**src/rtl/object_centroid_if.sv**
```systemverilog
// Pixel stream in, object centre out, for the centroid block.
// The upstream detection stage is the master; the centroid block is the slave.
interface object_centroid_if #(
    parameter int DISP_WIDTH = 11
) ();
    logic                  enable;
    logic                  is_obj;
    logic [DISP_WIDTH-1:0] x_pos;
    logic [DISP_WIDTH-1:0] y_pos;
    logic                  frame_end;

    logic [DISP_WIDTH-1:0] x_obj;
    logic [DISP_WIDTH-1:0] y_obj;
    logic                  valid;
    logic                  obj_lost;
    logic                  busy;
    logic                  dropped;

    modport master (
        output enable, is_obj, x_pos, y_pos, frame_end,
        input  x_obj, y_obj, valid, obj_lost, busy, dropped
    );

    modport slave (
        input  enable, is_obj, x_pos, y_pos, frame_end,
        output x_obj, y_obj, valid, obj_lost, busy, dropped
    );
endinterface

```
**src/rtl/object_centroid.sv**
```systemverilog
// Object centroid: accumulates the coordinates of every object pixel in a
// frame, then divides both sums by the pixel count in two restoring dividers
// that share the count as divisor. One quotient bit per cycle, MSB first.
//
// state  | meaning
// ACCUM  | idle; waiting for frame_end to close a frame
// DIVIDE | DISP_WIDTH restoring-division iterations in progress
// UPDATE | quotients loaded into x_obj/y_obj, valid pulsed
module object_centroid #(
    parameter int DISP_WIDTH = 11
) (
    input  logic             clk,
    input  logic             areset,
    object_centroid_if.slave bus
);
    localparam int CNT_WIDTH  = 2 * DISP_WIDTH;
    localparam int SUM_WIDTH  = 3 * DISP_WIDTH;
    localparam int ITER_WIDTH = $clog2(DISP_WIDTH + 1);

    typedef enum logic [1:0] {
        ACCUM  = 2'd0,
        DIVIDE = 2'd1,
        UPDATE = 2'd2
    } state_t;

    state_t state;
    state_t state_nxt;

    // Frame accumulators and their values including the current pixel.
    logic                  pix_hit;
    logic [SUM_WIDTH-1:0]  sum_x;
    logic [SUM_WIDTH-1:0]  sum_y;
    logic [CNT_WIDTH-1:0]  count;
    logic [SUM_WIDTH-1:0]  sum_x_close;
    logic [SUM_WIDTH-1:0]  sum_y_close;
    logic [CNT_WIDTH-1:0]  count_close;

    // Divider state. quo_* starts out holding the low DISP_WIDTH dividend
    // bits; each iteration shifts one dividend bit out of the top and one
    // quotient bit in at the bottom, so after DISP_WIDTH steps it holds the
    // quotient. rem_* starts as the upper dividend bits, which are already
    // smaller than the divisor because the quotient fits in DISP_WIDTH bits.
    logic [CNT_WIDTH-1:0]  divisor;
    logic [CNT_WIDTH-1:0]  rem_x;
    logic [CNT_WIDTH-1:0]  rem_y;
    logic [DISP_WIDTH-1:0] quo_x;
    logic [DISP_WIDTH-1:0] quo_y;
    logic [ITER_WIDTH-1:0] iter_cnt;

    logic [CNT_WIDTH:0]    trial_x;
    logic [CNT_WIDTH:0]    trial_y;
    logic                  fit_x;
    logic                  fit_y;
    logic [CNT_WIDTH-1:0]  rem_x_nxt;
    logic [CNT_WIDTH-1:0]  rem_y_nxt;

    // FSM control strobes.
    logic                  load_div;
    logic                  do_iter;
    logic                  do_update;
    logic                  lost_evt;
    logic                  drop_evt;

    // Registered outputs.
    logic [DISP_WIDTH-1:0] x_obj_q;
    logic [DISP_WIDTH-1:0] y_obj_q;
    logic                  valid_q;
    logic                  obj_lost_q;
    logic                  dropped_q;

    assign pix_hit     = bus.enable & bus.is_obj;
    assign sum_x_close = sum_x + (pix_hit ? SUM_WIDTH'(bus.x_pos) : '0);
    assign sum_y_close = sum_y + (pix_hit ? SUM_WIDTH'(bus.y_pos) : '0);
    assign count_close = count + CNT_WIDTH'(pix_hit);

    assign trial_x   = {rem_x, quo_x[DISP_WIDTH-1]};
    assign trial_y   = {rem_y, quo_y[DISP_WIDTH-1]};
    assign fit_x     = (trial_x >= {1'b0, divisor});
    assign fit_y     = (trial_y >= {1'b0, divisor});
    assign rem_x_nxt = fit_x ? CNT_WIDTH'(trial_x - {1'b0, divisor}) : trial_x[CNT_WIDTH-1:0];
    assign rem_y_nxt = fit_y ? CNT_WIDTH'(trial_y - {1'b0, divisor}) : trial_y[CNT_WIDTH-1:0];

    // Accumulate flagged pixels every cycle; frame_end clears after closing.
    always_ff @(posedge clk or posedge areset) begin
        if (areset) begin
            sum_x <= '0;
            sum_y <= '0;
            count <= '0;
        end else if (bus.frame_end) begin
            sum_x <= '0;
            sum_y <= '0;
            count <= '0;
        end else begin
            sum_x <= sum_x_close;
            sum_y <= sum_y_close;
            count <= count_close;
        end
    end

    // FSM state register.
    always_ff @(posedge clk or posedge areset) begin
        if (areset) begin
            state <= ACCUM;
        end else begin
            state <= state_nxt;
        end
    end

    // Next-state and control strobes; a frame_end outside ACCUM is dropped.
    always_comb begin
        state_nxt = state;
        load_div  = 1'b0;
        do_iter   = 1'b0;
        do_update = 1'b0;
        lost_evt  = 1'b0;
        drop_evt  = 1'b0;
        case (state)
            ACCUM: begin
                if (bus.frame_end) begin
                    if (count_close == '0) begin
                        lost_evt = 1'b1;
                    end else begin
                        load_div  = 1'b1;
                        state_nxt = DIVIDE;
                    end
                end
            end
            DIVIDE: begin
                do_iter  = 1'b1;
                drop_evt = bus.frame_end;
                if (iter_cnt == ITER_WIDTH'(1)) begin
                    state_nxt = UPDATE;
                end
            end
            UPDATE: begin
                do_update = 1'b1;
                drop_evt  = bus.frame_end;
                state_nxt = ACCUM;
            end
            default: begin
                state_nxt = ACCUM;
            end
        endcase
    end

    // Divider: snapshot the closing frame, then one restoring step per cycle.
    always_ff @(posedge clk or posedge areset) begin
        if (areset) begin
            divisor  <= '0;
            rem_x    <= '0;
            rem_y    <= '0;
            quo_x    <= '0;
            quo_y    <= '0;
            iter_cnt <= '0;
        end else if (load_div) begin
            divisor  <= count_close;
            rem_x    <= sum_x_close[SUM_WIDTH-1:DISP_WIDTH];
            rem_y    <= sum_y_close[SUM_WIDTH-1:DISP_WIDTH];
            quo_x    <= sum_x_close[DISP_WIDTH-1:0];
            quo_y    <= sum_y_close[DISP_WIDTH-1:0];
            iter_cnt <= ITER_WIDTH'(DISP_WIDTH);
        end else if (do_iter) begin
            rem_x    <= rem_x_nxt;
            rem_y    <= rem_y_nxt;
            quo_x    <= {quo_x[DISP_WIDTH-2:0], fit_x};
            quo_y    <= {quo_y[DISP_WIDTH-2:0], fit_y};
            iter_cnt <= iter_cnt - ITER_WIDTH'(1);
        end
    end

    // Output registers: centre held between updates, single-cycle pulses.
    always_ff @(posedge clk or posedge areset) begin
        if (areset) begin
            x_obj_q    <= '0;
            y_obj_q    <= '0;
            valid_q    <= 1'b0;
            obj_lost_q <= 1'b0;
            dropped_q  <= 1'b0;
        end else begin
            valid_q    <= do_update;
            obj_lost_q <= lost_evt;
            dropped_q  <= drop_evt;
            if (do_update) begin
                x_obj_q <= quo_x;
                y_obj_q <= quo_y;
            end
        end
    end

    assign bus.x_obj    = x_obj_q;
    assign bus.y_obj    = y_obj_q;
    assign bus.valid    = valid_q;
    assign bus.obj_lost = obj_lost_q;
    assign bus.dropped  = dropped_q;
    assign bus.busy     = (state == DIVIDE);
endmodule
```
**src/flat_wrapper.sv**
```systemverilog
// flat-port wrapper written by rule: the top's interface ports become plain ports
module object_centroid_flat 
#(
    parameter int DISP_WIDTH = 11
)
  (clk, areset, bus_enable, bus_is_obj, bus_x_pos, bus_y_pos, bus_frame_end, bus_x_obj, bus_y_obj, bus_valid, bus_obj_lost, bus_busy, bus_dropped);
  object_centroid_if #(.DISP_WIDTH(DISP_WIDTH)) bus_i ();
  input  logic clk;
  input  logic areset;
  input wire logic [$bits(bus_i.enable)-1:0] bus_enable;
  input wire logic [$bits(bus_i.is_obj)-1:0] bus_is_obj;
  input wire logic [$bits(bus_i.x_pos)-1:0] bus_x_pos;
  input wire logic [$bits(bus_i.y_pos)-1:0] bus_y_pos;
  input wire logic [$bits(bus_i.frame_end)-1:0] bus_frame_end;
  output wire logic [$bits(bus_i.x_obj)-1:0] bus_x_obj;
  output wire logic [$bits(bus_i.y_obj)-1:0] bus_y_obj;
  output wire logic [$bits(bus_i.valid)-1:0] bus_valid;
  output wire logic [$bits(bus_i.obj_lost)-1:0] bus_obj_lost;
  output wire logic [$bits(bus_i.busy)-1:0] bus_busy;
  output wire logic [$bits(bus_i.dropped)-1:0] bus_dropped;
  assign bus_i.enable = bus_enable;
  assign bus_i.is_obj = bus_is_obj;
  assign bus_i.x_pos = bus_x_pos;
  assign bus_i.y_pos = bus_y_pos;
  assign bus_i.frame_end = bus_frame_end;
  assign bus_x_obj = bus_i.x_obj;
  assign bus_y_obj = bus_i.y_obj;
  assign bus_valid = bus_i.valid;
  assign bus_obj_lost = bus_i.obj_lost;
  assign bus_busy = bus_i.busy;
  assign bus_dropped = bus_i.dropped;
  object_centroid #(.DISP_WIDTH(DISP_WIDTH)) u_core (.clk(clk), .areset(areset), .bus(bus_i));
endmodule
```
**config.mk**
```make
export PLATFORM = sky130hd
export DESIGN_NAME = object_centroid_flat
export DESIGN_NICKNAME = d
export VERILOG_FILES = /design/src/rtl/object_centroid_if.sv /design/src/rtl/object_centroid.sv /design/src/flat_wrapper.sv
export SDC_FILE = /design/constraint.sdc
export NUM_CORES = 1
export LEC_CHECK = 0
export CAP_MARGIN = 25
export CELL_PAD_IN_SITES_DETAIL_PLACEMENT = 1
export CELL_PAD_IN_SITES_GLOBAL_PLACEMENT = 1
export CORE_MARGIN = 3
export CORE_UTILIZATION = 52
export DETAILED_ROUTE_END_ITERATION = 10
export MAX_ROUTING_LAYER = met4
export PLACE_DENSITY = 0.84
export SLEW_MARGIN = 20
export SYNTH_ARGS = -nofsm -noshare
export SYNTH_HDL_FRONTEND = slang
export SYNTH_SLANG_ARGS = --single-unit
```
**constraint.sdc**
```tcl
create_clock -name clk -period 16.6 [get_ports clk]
set_input_delay 2.49 -clock clk [delete_from_list [all_inputs] [get_ports clk]]
set_output_delay 2.49 -clock clk [all_outputs]
set_load 0.02 [all_outputs]
```
==> results of run 1 <==
[layout by cell type (no fill, tap or decap), types with 17 or more instances in the layout]
master                            synthesis  routed
sky130_fd_sc_hd__nor3_1                  27      27
sky130_fd_sc_hd__clkbuf_16                0      25
sky130_fd_sc_hd__a211oi_1                44      44
sky130_fd_sc_hd__a21o_1                  20      20
sky130_fd_sc_hd__xor2_1                  50      50
sky130_fd_sc_hd__nor2b_1                 34      34
sky130_fd_sc_hd__nand4_1                 26      26
sky130_fd_sc_hd__xnor2_1                 66      66
sky130_fd_sc_hd__a21oi_1                 76      75
sky130_fd_sc_hd__o21ai_0                 94      94
sky130_fd_sc_hd__ha_1                    73      72
sky130_fd_sc_hd__dfrtp_1                207     207
sky130_fd_sc_hd__nand2b_1                17      17
sky130_fd_sc_hd__and3_1                  42      42
sky130_fd_sc_hd__mux2i_1                 20      20
sky130_fd_sc_hd__clkdlybuf4s50_1          0      51
sky130_fd_sc_hd__inv_1                   57      56
sky130_fd_sc_hd__o22ai_1                 24      24
sky130_fd_sc_hd__nand3_1                 32      32
sky130_fd_sc_hd__mux2_2                  25      25
sky130_fd_sc_hd__nand2_1                 89      89
sky130_fd_sc_hd__nor2_1                 161     161
[cell type report]
| class | count | area [um^2] |
|---|---|---|
| inverter | 57 | 221 |
| clock buffer | 39 | 758 |
| fill | 2684 | 9400 |
| clock inverter | 5 | 65.1 |
| tap | 319 | 399 |
| sequential | 207 | 5180 |
| multi-input combinational | 1079 | 7190 |
| timing repair buffer | 67 | 678 |
[metal layers]
layer,GRT usage,share of wire
met2,0.472,0.50
met1,0.354,0.44
met4,0.0769,0.027
met3,0.0294,0.033
met5,-,0
[critical path: stages]
cell and delay (ns):
sky130_fd_sc_hd__clkdlybuf4s50_1 0.93, sky130_fd_sc_hd__and2_1 0.26, sky130_fd_sc_hd__ha_1 0.25, sky130_fd_sc_hd__ha_1 0.30, sky130_fd_sc_hd__nand4_1 0.27, sky130_fd_sc_hd__or3_1 0.49, sky130_fd_sc_hd__a2111o_1 0.30, sky130_fd_sc_hd__a21o_1 0.18
sky130_fd_sc_hd__a2111o_1 0.46, sky130_fd_sc_hd__o21bai_4 0.39, sky130_fd_sc_hd__buf_12 0.25, sky130_fd_sc_hd__buf_4 0.48, sky130_fd_sc_hd__o21ai_0 0.19, sky130_fd_sc_hd__o22ai_1 0.18
[cell families after synthesis]
| group | synth area share |
|---|---|
| muxes | 0.0375 |
| and+or+nand+nor | 0.182 |
| buffers and inverters | 0.0395 |
| xor gates and xnor gates | 0.0791 |
| AOI/OAI and AO/OA | 0.182 |
| DFF | 0.403 |
| adders and majority gates | 0.0774 |
[state kept, by name, indices dropped and copies added (netlist names)]
name                 flops
u_core.state             2
u_core.bus.obj_lost      1
u_core.quo_y            11
u_core.quo_x            11
u_core.divisor          22
u_core.iter_cnt          4
u_core.rem_x            22
u_core.bus.dropped       1
u_core.sum_x            33
u_core.bus.y_obj        11
u_core.bus.x_obj        11
u_core.bus.valid         1
u_core.sum_y            33
u_core.count            22
u_core.rem_y            22
[final timing paths]
kind,start,depth (start not counted),end
max in group asynchronous,areset,4,u_core.rem_x[19]$_DFFE_PP0P_
worst min register to register,u_core.divisor[7]$_DFFE_PP0P_,2,u_core.divisor[7]$_DFFE_PP0P_
min in group asynchronous,areset,2,u_core.bus.valid$_DFF_PP0_
worst max register to register,u_core.count[0]$_DFF_PP0_,12,u_core.rem_y[15]$_DFFE_PP0P_
worst min-delay path,u_core.divisor[7]$_DFFE_PP0P_,2,u_core.divisor[7]$_DFFE_PP0P_
worst max-delay path,bus_is_obj,14,u_core.rem_y[15]$_DFFE_PP0P_
[where the power goes]
group / internal [mW] / total [mW] / switching [mW]
registers: 0.622 / 0.719 / 0.0978
logic: 0.521 / 1.23 / 0.710
clock network: 0.329 / 0.550 / 0.221
total: 1.47 / 2.50 / 1.03
[metrics by stage]
step / cells / worst slack, ns
5_1_grt: 1773 / 9.25
4_1_cts: 1769 / 9.26
6_report: 1773 / 9.59
3_5_place_dp: 1725 / 8.74
3_3_place_gp: 1725 / 9.01
2_1_floorplan: 1411 / 8.46
==> impl_metrics.tcl, run 1 <==
set metrics [dict create \
    ys_top_cells_by_area "sky130_fd_sc_hd__dfrtp_1 40%, sky130_fd_sc_hd__ha_1 7.1%, sky130_fd_sc_hd__nor2_1 4.7%, sky130_fd_sc_hd__xnor2_1 4.5%, sky130_fd_sc_hd__o21ai_0 3.7%" \
    critPathKind "input port to register" \
    timing.critical_path.required_ns 17.05 \
    cts_tree "built" \
    grt_remaining_overflow 0 \
    synth.lib_cells_used.distinct 66 \
    antenna_found_initial 0 \
    area_delta_synth_final_pct 12.9 \
    synth_top_cells_by_count "207 x sky130_fd_sc_hd__dfrtp_1, 161 x sky130_fd_sc_hd__nor2_1, 94 x sky130_fd_sc_hd__o21ai_0" \
    register_area_share_after_synthesis 0.403 \
    initial_cell_density_of_the_core 0.537 \
    clock-sinks 207 \
    die_area_um2 26600 \
    route.antenna.remaining_nets 0 \
    fin_hold_ws_ns 0.480 \
    grt_pass1_wl_um 58700 \
    layout-drive-gt1-share 0.0653 \
    timing.max_slew.rel_slack 0.324 \
    final_routed_wirelength_um 35800 \
    cts-root-buf "sky130_fd_sc_hd__clkbuf_16" \
    die_boundary_height_um 163 \
    vias_per_cell 6.11 \
    totalNegativeSetupSlack_ns 0 \
    power_leakage_nw 6.34 \
    port_buffers 52 \
    dr.pass1.iters 5 \
    worstMarginPinSlew_ns 1.01 \
    cts.reportedPaths.clkPinSlew_ns 0.06 \
    dr.first_iter.drc_count 611 \
    clockBufferDepth 3 \
    finalCoreUtilization 0.607 \
    timing.final.max_slew_violations 0 \
    synthesis.instances 1411 \
    synth_top_cell_by_area "sky130_fd_sc_hd__dfrtp_1" \
    floorplan.core_area_um2 23900 \
    finalCriticalPeriod_ns 7.01 \
    post-layout-total-power_mw 2.50 \
    fin_worst_skew_ns 0.0176 \
    dp.final_hpwl_um 24500 \
    synthMostInstantiatedCell "sky130_fd_sc_hd__dfrtp_1" \
    startpoint_type "input port" \
    nets 1541 \
    io_pins 53 \
    number_of_placement_rows 56 \
    route.vias.total 10800 \
    finalSetupViolCount 0 \
    placed_cell_area_um2 13600 \
    run_status "finished clean" \
    finalHoldViolations 0 \
    worst_setup_path_end_kind "register" \
    synth_fp_nets 1515 \
    cts-buffers-inserted 25 \
    synth_largest_type_area_fraction 0.403 \
    crit_arrival_ns 7.45 \
    cap_violations 0 \
    synth-edff-count 0 \
    setup_repair_after_global_routing_missed_its_margin "false" \
    critPathMaxFanout 57 \
    clk-insertion-delay-late_ns 0.55 \
    diodes 0 \
    grt_max_degree 90 \
    synth.ff_latch_count 207 \
    reg2reg_slack_ns 12.41 \
    cts_max_level 1 \
    cts.repair_timing.setup_buffer_count 0 \
    cts_repair_resized_insts 0 \
    fin_area_um2 14500 \
    drt_drc_violations_left 0 \
    place_congestion 0.861 \
    synth_flop_cell "sky130_fd_sc_hd__dfrtp_1" \
    cts.hold.buffers_added 0 \
    postSynthAreaPerCell_um2 9.10 \
    gr-usage-all-layers 0.277 \
    hp-class "register to register" \
    postSynth.asyncResetShare 1.00 \
    power_density_nw_per_um2 173 \
    ir_drop_mv 0.0898 \
    max_freq_mhz 143 \
    post-route-period-util 0.422 \
    dieWidth_um 163 \
    grt_pass1_vias 11300 \
    wire_per_inst_um 20.2 \
    mappedNetlistArea_um2 12800 \
    synthesis.yosys.warnings 0 \
]
No activity file was read; power rests on OpenSTA's default activity.
==> run 2, diff against run 1 <==
--- a/config.mk
+++ b/config.mk
@@ -9,10 +9,10 @@
 export CELL_PAD_IN_SITES_DETAIL_PLACEMENT = 1
 export CELL_PAD_IN_SITES_GLOBAL_PLACEMENT = 1
 export CORE_MARGIN = 3
-export CORE_UTILIZATION = 52
+export CORE_UTILIZATION = 43
 export DETAILED_ROUTE_END_ITERATION = 10
 export MAX_ROUTING_LAYER = met4
-export PLACE_DENSITY = 0.84
+export PLACE_DENSITY = 0.73
 export SLEW_MARGIN = 20
 export SYNTH_ARGS = -nofsm -noshare
 export SYNTH_HDL_FRONTEND = slang
==> constraint.sdc (replaced) <==
create_clock -name clk -period 6.36 [get_ports clk]
set_input_delay 0.954 -clock clk [delete_from_list [all_inputs] [get_ports clk]]
set_output_delay 0.954 -clock clk [all_outputs]
set_load 0.02 [all_outputs]
==> impl_metrics.tcl, run 2 (synthesized netlist as in run 1, its figures left out) <==
set metrics [dict create \
    placed_cell_area_um2 13700 \
    cts-buffers-inserted 26 \
    grt_max_degree 140 \
    route.vias.total 10600 \
    grtUsageMet1 0.315 \
    family_with_the_most_delay_on_the_worst_path "compound AO/OA/AOI/OAI gates" \
    grt_pass1_wl_um 59000 \
    reg2reg_slack_ns 2.60 \
    crit_path_buffers_inverters 3 \
    initial_cell_density_of_the_core 0.441 \
    floorplan.core_area_um2 29100 \
    diodes 0 \
    finalCriticalPeriod_ns 4.77 \
    hold_start "u_core.divisor[6]$_DFFE_PP0P_" \
    cp_cell_sequence "clkdlybuf4s50_1, buf_4, and2_1, ha_1, ha_1, nand4_1, or3_1, a2111o_1, a21o_1, a2111o_1, o21bai_4, buf_12, mux2_2" \
    crit_arrival_ns 5.19 \
    number_of_filler_cells_placed_in_the_layout 3332 \
    critPathKind "input port to register" \
    timing.final.max_slew_violations 0 \
    cts_tree "built" \
    clk-insertion-delay-late_ns 0.55 \
    placed_cells_incl_taps 1795 \
    critPathMaxFanout 92 \
    finish.cell_count_without_fillers 1843 \
    dr.pass1.iters 5 \
    timing.max_slew.rel_slack 0.382 \
    layout_commonest_cell "sky130_fd_sc_hd__dfrtp_1" \
    largestRegisters "u_core.sum_x (33), u_core.sum_y (33)" \
    port_buffers 52 \
    max_freq_mhz 210 \
    r2r-start "u_core.count[0]$_DFF_PP0_" \
    layout-drive-gt1-share 0.0713 \
    setup_repair_after_global_routing_missed_its_margin "false" \
    ir_drop_mv 0.249 \
    post-route-period-util 0.750 \
    wire_per_inst_um 19.5 \
    dp.final_hpwl_um 25500 \
    clock-sinks 207 \
    post-place-ws_ns 1.09 \
    crit_path_end "u_core.rem_y[19]$_DFFE_PP0P_" \
    totalNegativeSetupSlack_ns 0 \
    timing.critical_path.required_ns 6.78 \
    finalHoldViolations 0 \
    multi_input_area_um2 7190 \
    die_boundary_height_um 179 \
    cts-root-buf "sky130_fd_sc_hd__clkbuf_16" \
    worst_setup_path_end_kind "register" \
    final_routed_wirelength_um 35900 \
    io_pins 53 \
    worstMarginPinSlew_ns 0.926 \
    power_density_nw_per_um2 454 \
    cts_max_level 1 \
    r2r_end "u_core.rem_y[19]$_DFFE_PP0P_" \
    finalCoreUtilization 0.504 \
    grt_pass1_vias 11000 \
    worstSetupStartpoint "bus_enable" \
    post-layout-total-power_mw 6.64 \
    area_delta_synth_final_pct 14.1 \
    hp-class "register to register" \
    layout.area.seq_um2 5180 \
    cap_violations 0 \
    vias_per_cell 5.76 \
    run_status "finished clean" \
    die_area_um2 32000 \
    place_congestion 0.874 \
    finalSetupViolCount 0 \
    drt_drc_violations_left 0 \
    top_usage_layer "met2" \
    clockBufferDepth 3 \
    timing.final.ws_setup_ns 1.59 \
    cts.repair_timing.setup_buffer_count 0 \
    fin_hold_ws_ns 0.478 \
    dr.first_iter.drc_count 507 \
    timing.reg2reg.worst_path_depth 10 \
    startpoint_type "input port" \
    power_leakage_nw 6.37 \
    nets 1543 \
    worst-path-stages 13 \
    met2_usage 0.384 \
    antenna_found_initial 0 \
    dieWidth_um 179 \
    cts.reportedPaths.clkPinSlew_ns 0.06 \
    number_of_placement_rows 62 \
    cts.hold.buffers_added 0 \
    grt_remaining_overflow 0 \
    cts_repair_resized_insts 0 \
    grtUsageMet3 0.0273 \
    fin_worst_skew_ns 0.0244 \
    route.antenna.remaining_nets 0 \
    gr-usage-all-layers 0.236 \
    slowest_stage "sky130_fd_sc_hd__or3_1" \
    most-common-layout-cells "207 x sky130_fd_sc_hd__dfrtp_1, 161 x sky130_fd_sc_hd__nor2_1, 94 x sky130_fd_sc_hd__o21ai_0" \
    fin_area_um2 14700 \
    critical_path.max_stage_delay_ns 0.49 \
]
-- run 2: cell type report --
cell class / count / share of cell area
multi-input combinational: 1079 / 0.491
sequential: 207 / 0.354
clock buffer: 35 / 0.0515
timing repair buffer: 68 / 0.0451
tap: 384 / 0.0328
inverter: 57 / 0.0149
clock inverter: 13 / 0.0114
-- run 2: power by group --
part,internal [mW],switching [mW]
sequential,1.62,0.270
combinational,1.36,1.83
clock,0.956,0.609
total,3.93,2.71
-- run 2: how the worst min path moves through the flow --
stage | slack (ns) | end | depth (start not counted)
floorplan | 0.45 | u_core.divisor[10]$_DFFE_PP0P_ | 2
global placement | 0.46 | u_core.divisor[5]$_DFFE_PP0P_ | 2
detailed placement | 0.47 | u_core.divisor[10]$_DFFE_PP0P_ | 2
CTS | 0.48 | u_core.divisor[10]$_DFFE_PP0P_ | 2
global route | 0.50 | u_core.divisor[6]$_DFFE_PP0P_ | 2
finish | 0.48 | u_core.divisor[6]$_DFFE_PP0P_ | 2
-- run 2: layer usage --
metal | wire length [um] | vias to the layer above | share of wire
met4 | 895 | 0 | 0.025
met3 | 1290 | 50 | 0.036
met2 | 16800 | 173 | 0.47
met5 | 0 | - | 0
li1 | - | 5110 | -
met1 | 16900 | 5283 | 0.47
-- run 2: worst min-delay path: stages (launching register included) --
cell	delay [ns]
sky130_fd_sc_hd__dfrtp_1	0.34
sky130_fd_sc_hd__nand2_1	0.05
sky130_fd_sc_hd__o21ai_0	0.06
